## config.mk

```make
export PLATFORM = sky130hd
export DESIGN_NAME = pc_sequencer_flat
export DESIGN_NICKNAME = d
export VERILOG_FILES = /design/src/rtl/pc_sequencer_if.sv /design/src/rtl/pc_sequencer.sv /design/src/flat_wrapper.sv
export SDC_FILE = /design/constraint.sdc
export NUM_CORES = 1
export LEC_CHECK = 0
export ABC_AREA = 1
export BUFFER_PORTS_ARGS = -buffer_cell sky130_fd_sc_hd__clkbuf_2
export CAP_MARGIN = 20
export CORE_MARGIN = 5
export CORE_UTILIZATION = 53
export DETAILED_ROUTE_END_ITERATION = 12
export PLACE_DENSITY = 0.84
export SETUP_SLACK_MARGIN = 0.15
export SLEW_MARGIN = 20
export SYNTH_ARGS = -nofsm -noshare
export SYNTH_HDL_FRONTEND = slang
export SYNTH_SLANG_ARGS = --single-unit
```

## constraint.sdc

```tcl
create_clock -name clk -period 4.15 [get_ports clk]
set_input_delay 0.415 -clock clk [delete_from_list [all_inputs] [get_ports clk]]
set_output_delay 0.415 -clock clk [all_outputs]
set_load 0.005 [all_outputs]
```

## src/rtl/pc_sequencer_if.sv

```systemverilog
// Instruction-memory fetch handshake: pc_sequencer drives req/addr as master, imem returns ack as slave.
interface pc_sequencer_if #(
  parameter int N = 32
) ();
  logic         imem_req;
  logic [N-1:0] imem_addr;
  logic         imem_ack;

  modport master (output imem_req, output imem_addr, input imem_ack);
  modport slave  (input imem_req, input imem_addr, output imem_ack);
endinterface

```

## src/rtl/pc_sequencer.sv

```systemverilog
// Next-PC controller: owns the PC, sequences imem fetches and picks flush > jump > branch > sequential.
// Optional redirect alignment check is enabled by defining PCSEQ_ALIGN_CHECK_EN.
module pc_sequencer #(
  parameter int           N          = 32,
  parameter int           STEP       = 4,
  parameter logic [N-1:0] RESET_ADDR = {N{1'b0}}
) (
  input  logic           clk,
  input  logic           rst_n,
  input  logic           stall,
  input  logic           flush,
  input  logic [N-1:0]   flush_addr,
  input  logic           jump,
  input  logic [N-1:0]   jump_addr,
  input  logic           branch_taken,
  input  logic [N-1:0]   branch_addr,
  pc_sequencer_if.master imem,
  output logic [N-1:0]   pc,
  output logic           pc_sel,
  output logic           inst_valid,
  output logic           misalign_err
);

  localparam logic [N-1:0] STEP_W = N'(STEP);

  typedef enum logic [1:0] {
    BOOT  = 2'd0,
    REQ   = 2'd1,
    VALID = 2'd2,
    HOLD  = 2'd3
  } state_t;

  state_t       state_r, state_nxt_s;
  logic [N-1:0] pc_r, pc_nxt_s, seq_addr_s, tgt_s, upd_addr_s;
  logic [N-1:0] pend_addr_r, pend_addr_nxt_s;
  logic         pc_sel_r, pc_sel_nxt_s;
  logic         pend_r, pend_nxt_s;
  logic         imem_req_r, inst_valid_r;
  logic         misalign_r, misalign_nxt_s;
  logic         redir_s, upd_s, upd_redir_s;

`ifdef PCSEQ_ALIGN_CHECK_EN
  function automatic logic target_misaligned(input logic [N-1:0] addr);
    return (addr % STEP_W) != {N{1'b0}};
  endfunction
`endif

  assign seq_addr_s = pc_r + STEP_W;

  // Redirect target for a regular update cycle, fixed priority
  always_comb begin
    redir_s = 1'b1;
    tgt_s   = flush_addr;
    if (flush) begin
      tgt_s = flush_addr;
    end else if (jump) begin
      tgt_s = jump_addr;
    end else if (branch_taken) begin
      tgt_s = branch_addr;
    end else begin
      redir_s = 1'b0;
      tgt_s   = seq_addr_s;
    end
  end

  // Fetch FSM next state; a flush during REQ is parked until the ack so the response can be dropped
  always_comb begin
    state_nxt_s     = state_r;
    pend_nxt_s      = pend_r;
    pend_addr_nxt_s = pend_addr_r;
    upd_s           = 1'b0;
    upd_redir_s     = redir_s;
    upd_addr_s      = tgt_s;
    case (state_r)
      BOOT: begin
        state_nxt_s = REQ;
      end
      REQ: begin
        if (imem.imem_ack) begin
          if (pend_r || flush) begin
            upd_s       = 1'b1;
            upd_redir_s = 1'b1;
            upd_addr_s  = flush ? flush_addr : pend_addr_r;
            pend_nxt_s  = 1'b0;
            state_nxt_s = REQ;
          end else begin
            state_nxt_s = VALID;
          end
        end else if (flush) begin
          pend_nxt_s      = 1'b1;
          pend_addr_nxt_s = flush_addr;
        end else begin
          pend_nxt_s = pend_r;
        end
      end
      VALID, HOLD: begin
        if (flush || !stall) begin
          upd_s       = 1'b1;
          state_nxt_s = REQ;
        end else begin
          state_nxt_s = HOLD;
        end
      end
      default: begin
        state_nxt_s = BOOT;
      end
    endcase
  end

  // PC and selector for the update cycle, including optional rejection of misaligned redirects
  always_comb begin
    pc_nxt_s       = pc_r;
    pc_sel_nxt_s   = pc_sel_r;
    misalign_nxt_s = 1'b0;
    if (upd_s && upd_redir_s) begin
`ifdef PCSEQ_ALIGN_CHECK_EN
      if (target_misaligned(upd_addr_s)) begin
        pc_nxt_s       = seq_addr_s;
        pc_sel_nxt_s   = 1'b0;
        misalign_nxt_s = 1'b1;
      end else begin
        pc_nxt_s     = upd_addr_s;
        pc_sel_nxt_s = 1'b1;
      end
`else
      pc_nxt_s     = upd_addr_s;
      pc_sel_nxt_s = 1'b1;
`endif
    end else if (upd_s) begin
      pc_nxt_s     = seq_addr_s;
      pc_sel_nxt_s = 1'b0;
    end else begin
      pc_nxt_s = pc_r;
    end
  end

  // State, PC and registered outputs
  always_ff @(posedge clk or negedge rst_n) begin
    if (!rst_n) begin
      state_r      <= BOOT;
      pc_r         <= RESET_ADDR;
      pc_sel_r     <= 1'b0;
      pend_r       <= 1'b0;
      pend_addr_r  <= RESET_ADDR;
      imem_req_r   <= 1'b0;
      inst_valid_r <= 1'b0;
      misalign_r   <= 1'b0;
    end else begin
      state_r      <= state_nxt_s;
      pc_r         <= pc_nxt_s;
      pc_sel_r     <= pc_sel_nxt_s;
      pend_r       <= pend_nxt_s;
      pend_addr_r  <= pend_addr_nxt_s;
      imem_req_r   <= (state_nxt_s == REQ);
      inst_valid_r <= (state_nxt_s == VALID) || (state_nxt_s == HOLD);
      misalign_r   <= misalign_nxt_s;
    end
  end

  assign pc             = pc_r;
  assign pc_sel         = pc_sel_r;
  assign inst_valid     = inst_valid_r;
  assign misalign_err   = misalign_r;
  assign imem.imem_req  = imem_req_r;
  assign imem.imem_addr = pc_r;

endmodule

```

## src/flat_wrapper.sv

```systemverilog
// flat-port wrapper written by rule: the top's interface ports become plain ports
module pc_sequencer_flat 
#(
  parameter int           N          = 32,
  parameter int           STEP       = 4,
  parameter logic [N-1:0] RESET_ADDR = {N{1'b0}}
)
  (clk, rst_n, stall, flush, flush_addr, jump, jump_addr, branch_taken, branch_addr, pc, pc_sel, inst_valid, misalign_err, imem_imem_req, imem_imem_addr, imem_imem_ack);
  pc_sequencer_if #(.N(N)) imem_i ();
  input  logic clk;
  input  logic rst_n;
  input  logic stall;
  input  logic flush;
  input  logic [N-1:0] flush_addr;
  input  logic jump;
  input  logic [N-1:0] jump_addr;
  input  logic branch_taken;
  input  logic [N-1:0] branch_addr;
  output logic [N-1:0] pc;
  output logic pc_sel;
  output logic inst_valid;
  output logic misalign_err;
  output wire logic [$bits(imem_i.imem_req)-1:0] imem_imem_req;
  output wire logic [$bits(imem_i.imem_addr)-1:0] imem_imem_addr;
  input wire logic [$bits(imem_i.imem_ack)-1:0] imem_imem_ack;
  assign imem_imem_req = imem_i.imem_req;
  assign imem_imem_addr = imem_i.imem_addr;
  assign imem_i.imem_ack = imem_imem_ack;
  pc_sequencer #(.N(N), .STEP(STEP), .RESET_ADDR(RESET_ADDR)) u_core (.clk(clk), .rst_n(rst_n), .stall(stall), .flush(flush), .flush_addr(flush_addr), .jump(jump), .jump_addr(jump_addr), .branch_taken(branch_taken), .branch_addr(branch_addr), .imem(imem_i), .pc(pc), .pc_sel(pc_sel), .inst_valid(inst_valid), .misalign_err(misalign_err));
endmodule
```

; ---- Yosys cells after proc, flatten, opt, wreduce, memory -nomap -nowiden
; Index checks and enable logic that the tools add are counted.
; W data, S select, Z words.
[totals]
word_cells = 55
reg_bits = 70
[classes]
bitwise = 1
n_reduce_logical = 11
addsub = 1
n_mux = 28
eq_ne = 7
[op_table]
columns = op, count
row1 = $mux W32, 9
row2 = $add A32 B3 Y32 const B, 1
row3 = $mux W1, 14
row4 = $eq A2 B2 Y1 const B, 4
row5 = $mux W2, 3
row6 = $pmux W2 S3, 1
row7 = $eq A2 B1 Y1 const B, 2
row8 = $reduce_bool A2 Y1, 2
row9 = $logic_or A1 B1 Y1, 3
row10 = $reduce_and A3 Y1, 1
row11 = $logic_not A2 Y1, 1
row12 = $ne A2 B1 Y1 const B, 1
row13 = $pmux W1 S2, 1
row14 = $reduce_and A2 Y1, 1
row15 = $reduce_or A2 Y1, 1
row16 = $logic_and A1 B1 Y1, 1
row17 = $logic_not A1 Y1, 1
row18 = $not A1 Y1, 1

; ---- Logic depth before layout (Yosys ltp)
[depth]
ltp_word = 8
mapped_depth = 14

; ---- Worst setup path before layout
; Ideal clock, no wire load.
[synth_timing]
path_type = flip-flop to flip-flop
from = register u_core.pc_r[2] (netlist: u_core.imem.imem_addr[2])
to = register u_core.pc_r[22] (netlist: u_core.imem.imem_addr[22])
path_slack_ns = 2.342
arrival_time_ns = 1.681
setup_time_ns = 0.126
synth_period_minus_slack_ns = 1.808
required_ns = 4.024
path_stages_with_launch = 13
path_cell_list = dfrtp_1 -> ha_1 -> nand2_1 -> nor2_1 -> nand2_1 -> nor2_1 -> nand2_1 -> o21ai_0 -> nand3_1 -> nand2_1 -> nand2_1 -> nand2_1 -> a21oi_1
[synth_via]
elab_chain_cells = 8
elab_cells_between_ends = 9
classes_between = 1 x add/sub / 8 x mux
[synth_lines]
columns = item, line
row1 = start: declaration, pc_sequencer.sv:34  ; logic [N-1:0] pc_r, pc_nxt_s, seq_addr_s, tgt_s, upd_addr_s;
row2 = start signal: assignment, pc_sequencer.sv:150  ; pc_r <= pc_nxt_s;
row3 = $add A32 B3 Y32 *, pc_sequencer.sv:48  ; assign seq_addr_s = pc_r + STEP_W;
row4 = $mux W32, pc_sequencer.sv:58  ; end else if (branch_taken) begin
row5 = $mux W32, pc_sequencer.sv:56  ; end else if (jump) begin
row6 = $mux W32, pc_sequencer.sv:54  ; if (flush) begin
row7 = $mux W32, pc_sequencer.sv:80  ; if (pend_r || flush) begin
row8 = $mux W32, pc_sequencer.sv:79  ; if (imem.imem_ack) begin
row9 = $mux W32, pc_sequencer.sv:74  ; case (state_r)
row10 = $mux W32 *, pc_sequencer.sv:115  ; if (upd_s && upd_redir_s) begin
; Every way passes the cells marked *; elsewhere a longest branch is shown, timed or not. The select of a mux whose other input is x is not followed.
; A chain may end at the register's enable or synchronous reset.

; ---- Worst setup path in the final report
[layout_timing]
from = register u_core.state_r[1]
to = register u_core.pc_r[12] (netlist: u_core.imem.imem_addr[12])
[layout_via]
elab_chain_cells = 5
elab_cells_between_ends = 10
classes_between = 3 x eq/ne / 4 x mux / 3 x reduce/logical
[layout_lines]
columns = item, line
row1 = start: declaration, pc_sequencer.sv:33  ; state_t state_r, state_nxt_s;
row2 = start signal: assignment, pc_sequencer.sv:149  ; state_r <= state_nxt_s;
row3 = $eq A2 B2 Y1, pc_sequencer.sv:74
row4 = $reduce_or A2 Y1, pc_sequencer.sv:74
row5 = $pmux W1 S2, pc_sequencer.sv:74
row6 = $logic_and A1 B1 Y1, pc_sequencer.sv:115
row7 = $mux W32 or $reduce_bool A2 Y1 (tied branches), --
; Several ways; a longest one is shown, not always the timed one.

==> implementation parameters <==
Parameter                              Value

Clock tree
  Source-to-sink clock delay at the later pin of the worst-skew pair ... 0.36 ns
  Clk sinks ... 70
  Number of H-tree levels ... 3
  Resized Gates After CTS ... 0
  Setup Buffers After CTS ... 0
  Number of CTS-inserted buffers ... 9
  Cell at the root of the clock tree ... clkbuf_8
  Clock tree from TritonCTS ... done
  Cts hold-fix bufs ... 0
  Clock Tree Buf Depth ... 2
  Clock edge transition at the registers on the reported setup and hold paths ... 0.08 ns

Synth
  Fraction of synthesized area in multiplexers ... 0%
  Number of distinct library cells after synthesis ... 44
  Main flop type after synthesis ... dfrtp_1
  Proportion of synthesized chip area in sequential cells ... 31.1%
  Share of flip-flops with an asynchronous set or reset ... 100%
  Syn avg cell area ... 6.18 µm²
  Xor and xnor area share after synthesis ... 1.40%
  Post-synthesis simple-gate area fraction ... 35.9%
  EDFF count, synth ... 0
  Yosys warning total ... 0
  Dominant combinational cell family by area after synthesis ... simple AND/OR/NAND/NOR gates
  Synth Area in Compound Gates ... 17.0%
  Synth Register Bits ... 70
  Synthesized instance count ... 911
  Net count of the mapped netlist ... 1015
  Adder and majority cell fraction of the synthesized area ... 0.222%
  Post-synth design cell area ... 5630 µm²

Drt
  Residual DRC ... 0
  Antenna viol nets, final ... 0
  First DRT Iteration DRCs ... 693
  Vias/cell ... 5.47
  Average routed wire per standard cell ... 15.6 µm
  Total wirelength of the detailed-routed design ... 18100 µm
  DRT Pass-1 Iters ... 6
  Total vias in the final route ... 6359

Die
  Total number of placement rows ... 37
  Die Y-Extent ... 113 µm
  # IOs ... 171
  Area of the die ... 12800 µm²
  Core box area ... 10300 µm²
  Die W ... 113 µm
  Starting density of the core ... 54.6%

Timing
  Final Hold Fails ... 0
  Relative slew slack ... 42.1%
  Worst clock skew ... 0.0116 ns
  Worst Hold Slack ... 0.0643 ns
  Unrepaired setup endpoints after global routing ... false
  Setup-failing EPs final ... 0
  Clock period minus worst slack ... 2.85 ns
  Final critical-path setup slack ... 1.30 ns
  Max Slew Vio Count ... 0
  Share of the clock period used by the worst path after layout ... 68.6%
  TNS Setup ... 0 ns
  Least-Margin Pin Slew ... 0.869 ns
  Maximum clock frequency ... 351 MHz

GRT
  Aggregate global-route resource usage ... 28.0%
  Antenna violations before repair ... 0
  Pin count of the biggest net entering global routing ... 47
  Busiest metal layer after global routing ... met2
  Grt met3 use ... 6.68%
  Met2 track demand over resource in global routing ... 43.1%
  First-pass GRT wire length ... 28800 µm
  Met1 layer usage reported by global route ... 39.7%
  Overall overflow remaining after global route ... 0
  Via count of the first global-routing pass ... 5804

Place
  Number of input and output port buffers inserted ... 169
  Instance area at placement ... 6240 µm²
  Worst slack after detailed placement ... 1.20 ns
  Placer Congestion ... 0.944
  Final HPWL from detailed placement ... 13800 µm

Layout
  Fin area ... 6460 µm²
  Count of fill cells added during filler insertion ... 1002
  Nets ... 1126
  Area occupied by registers ... 1750 µm²
  Fraction of final layout cells with drive strength greater than 1 ... 21.0%
  Synth-to-layout area growth ... 14.6%
  Area used by multi-input combinational logic ... 3070 µm²
  Count of inserted antenna diode cells ... 0

Setup path
  Longest individual stage delay on the worst path ... 0.65 ns
  Critical path start-end classification ... reg -> reg
  Type of element launching the critical path ... flop
  Worst Setup End Kind ... flop
  CP max FO ... 35
  Worst flop-to-flop path startpoint ... u_core.state_r[1]
  Timing endpoint of the critical path ... u_core.imem.imem_addr[12]
  CP Data Arrival Time ... 3.08 ns
  Required @ worst endpoint ... 4.39 ns
  Most common cell on crit path ... nor2_4
  Reg-to-Reg End ... u_core.imem.imem_addr[12]
  Largest delay share family, worst path ... buffers and inverters
  Worst reg2reg path depth ... 8
  CP startpoint ... u_core.state_r[1]
  Buffer and inverter count on the worst path ... 2
  Setup slack on the worst flop-to-flop path ... 1.30 ns
  Depth of the critical timing path with buffers and inverters included ... 8
  Crit path cell chain ... nor2_4 -> nand2_2 -> nor2_4 -> or2_1 -> buf_4 -> clkinv_1 -> a22oi_1 -> nand2_1
  Slowest stage cell, crit path ... clkinv_1

Job
  Maximum capacitance violations ... 0

Pwr
  Leak pwr ... 0.00344 µW
  Total power per unit cell area ... 526 nW/µm²
  Max VDD drop ... 0.242 mV
  Overall power ... 3400 µW

Status
  Outcome ... complete, no violations

Min path
  Hold Path Class ... in -> async
[cell usage in the layout, fill, tap and decap left out, types with 2 or more instances in the layout]
cell type    n
nand2_1    315
clkbuf_2   168
nor2_1     114
inv_1       86
o21ai_0     77
dfrtp_1     70
nand3_1     44
a21oi_1     33
o22ai_1      9
clkbuf_8     9
o31ai_1      8
a21oi_2      8
xor2_1       8
buf_4        7
o21ai_1      6
o211ai_1     6
clkinv_1     4
nor2_2       4
o2111ai_1    4
nand3b_1     3
nand2_2      3
clkinv_2     3
nor3_1       3
nand4_1      3
o221ai_1     3
nor2_4       2
or2_1        2
a211oi_1     2
or2_2        2
a22oi_1      2
a31oi_1      2
bufinv_16    2
[flip-flops by register name, summed over array words and instances, names as in the netlist]
name	count
u_core.imem.imem_addr	32
u_core.pend_r	1
u_core.pend_addr_r	32
u_core.imem.imem_req	1
u_core.inst_valid	1
u_core.pc_sel	1
u_core.state_r	2
[metrics by stage]
step | utilization, % | instances
2_1_floorplan | - | 911
3_3_place_gp | 60.5 | 1147
3_5_place_dp | 60.5 | 1147
4_1_cts | 62.5 | 1163
5_1_grt | 62.5 | 1163
6_report | 62.5 | 1163
[how the worst min path moves through the flow]
stage          start                  endpoint  depth (start not counted)
2_1_floorplan  rst_n  u_core.imem.imem_addr[0]                          0
3_3_place_gp   rst_n     u_core.pend_addr_r[7]                          1
3_5_place_dp   rst_n     u_core.pend_addr_r[2]                          1
4_1_cts        rst_n             u_core.pc_sel                          1
5_1_grt        rst_n     u_core.pend_addr_r[2]                          1
6_report       rst_n     u_core.pend_addr_r[2]                          1
[power breakdown]
| part | switching, µW | internal [µW] |
|---|---|---|
| logic | 914 | 602 |
| clock network | 280 | 338 |
| registers | 350 | 912 |
[Yosys cell counts (6+ instances only)]
cell type  number  area share [%]
nor2_1        114             7.6
o22ai_1         9             1.0
nand2_1       315              21
o211ai_1        6            0.80
nand3_1        44             3.9
o31ai_1         8             1.1
dfrtp_1        70              31
buf_2           6            0.53
o21ai_1         6            0.53
a21oi_2         8             1.2
buf_4          34             4.5
clkbuf_1       28             1.9
a21oi_1        33             2.9
o21ai_0        77             6.8
inv_1          86             5.7
xor2_1          8             1.2
[cell families after synthesis]
logic type,after synthesis
simple gates,498
buf+inv,168
compound gates,164
flops,70
xor+xnor,9
fa+ha+maj,1
other cells,1
[layout make-up]
cell class                      instances  share of cell area, %
Multi-Input combinational cell        673                   47.6
Sequential cell                        70                   27.1
Timing Repair Buffer                  176                   13.9
Inverter                               92                   5.41
Tap cell                              136                   2.64
Clock buffer                           10                   1.98
Clock inverter                          6                   1.34
[metal layers]
| layer | up-vias | routed length, µm |
|---|---|---|
| li1 | 3084 | - |
| met1 | 2879 | 7490 |
| met4 | 0 | 337 |
| met5 | - | 0 |
| met3 | 31 | 2190 |
| met2 | 365 | 8120 |
[worst reg2reg max path, delay by kind of cell, from the launching register on]
| family | cells | cell delay, ns |
|---|---|---|
| compound gates | 1 | 0.39 |
| simple gates | 5 | 0.92 |
| buf+inv | 2 | 1.01 |
| flops | 1 | 0.41 |
No activity file was read; power rests on OpenSTA's default activity.
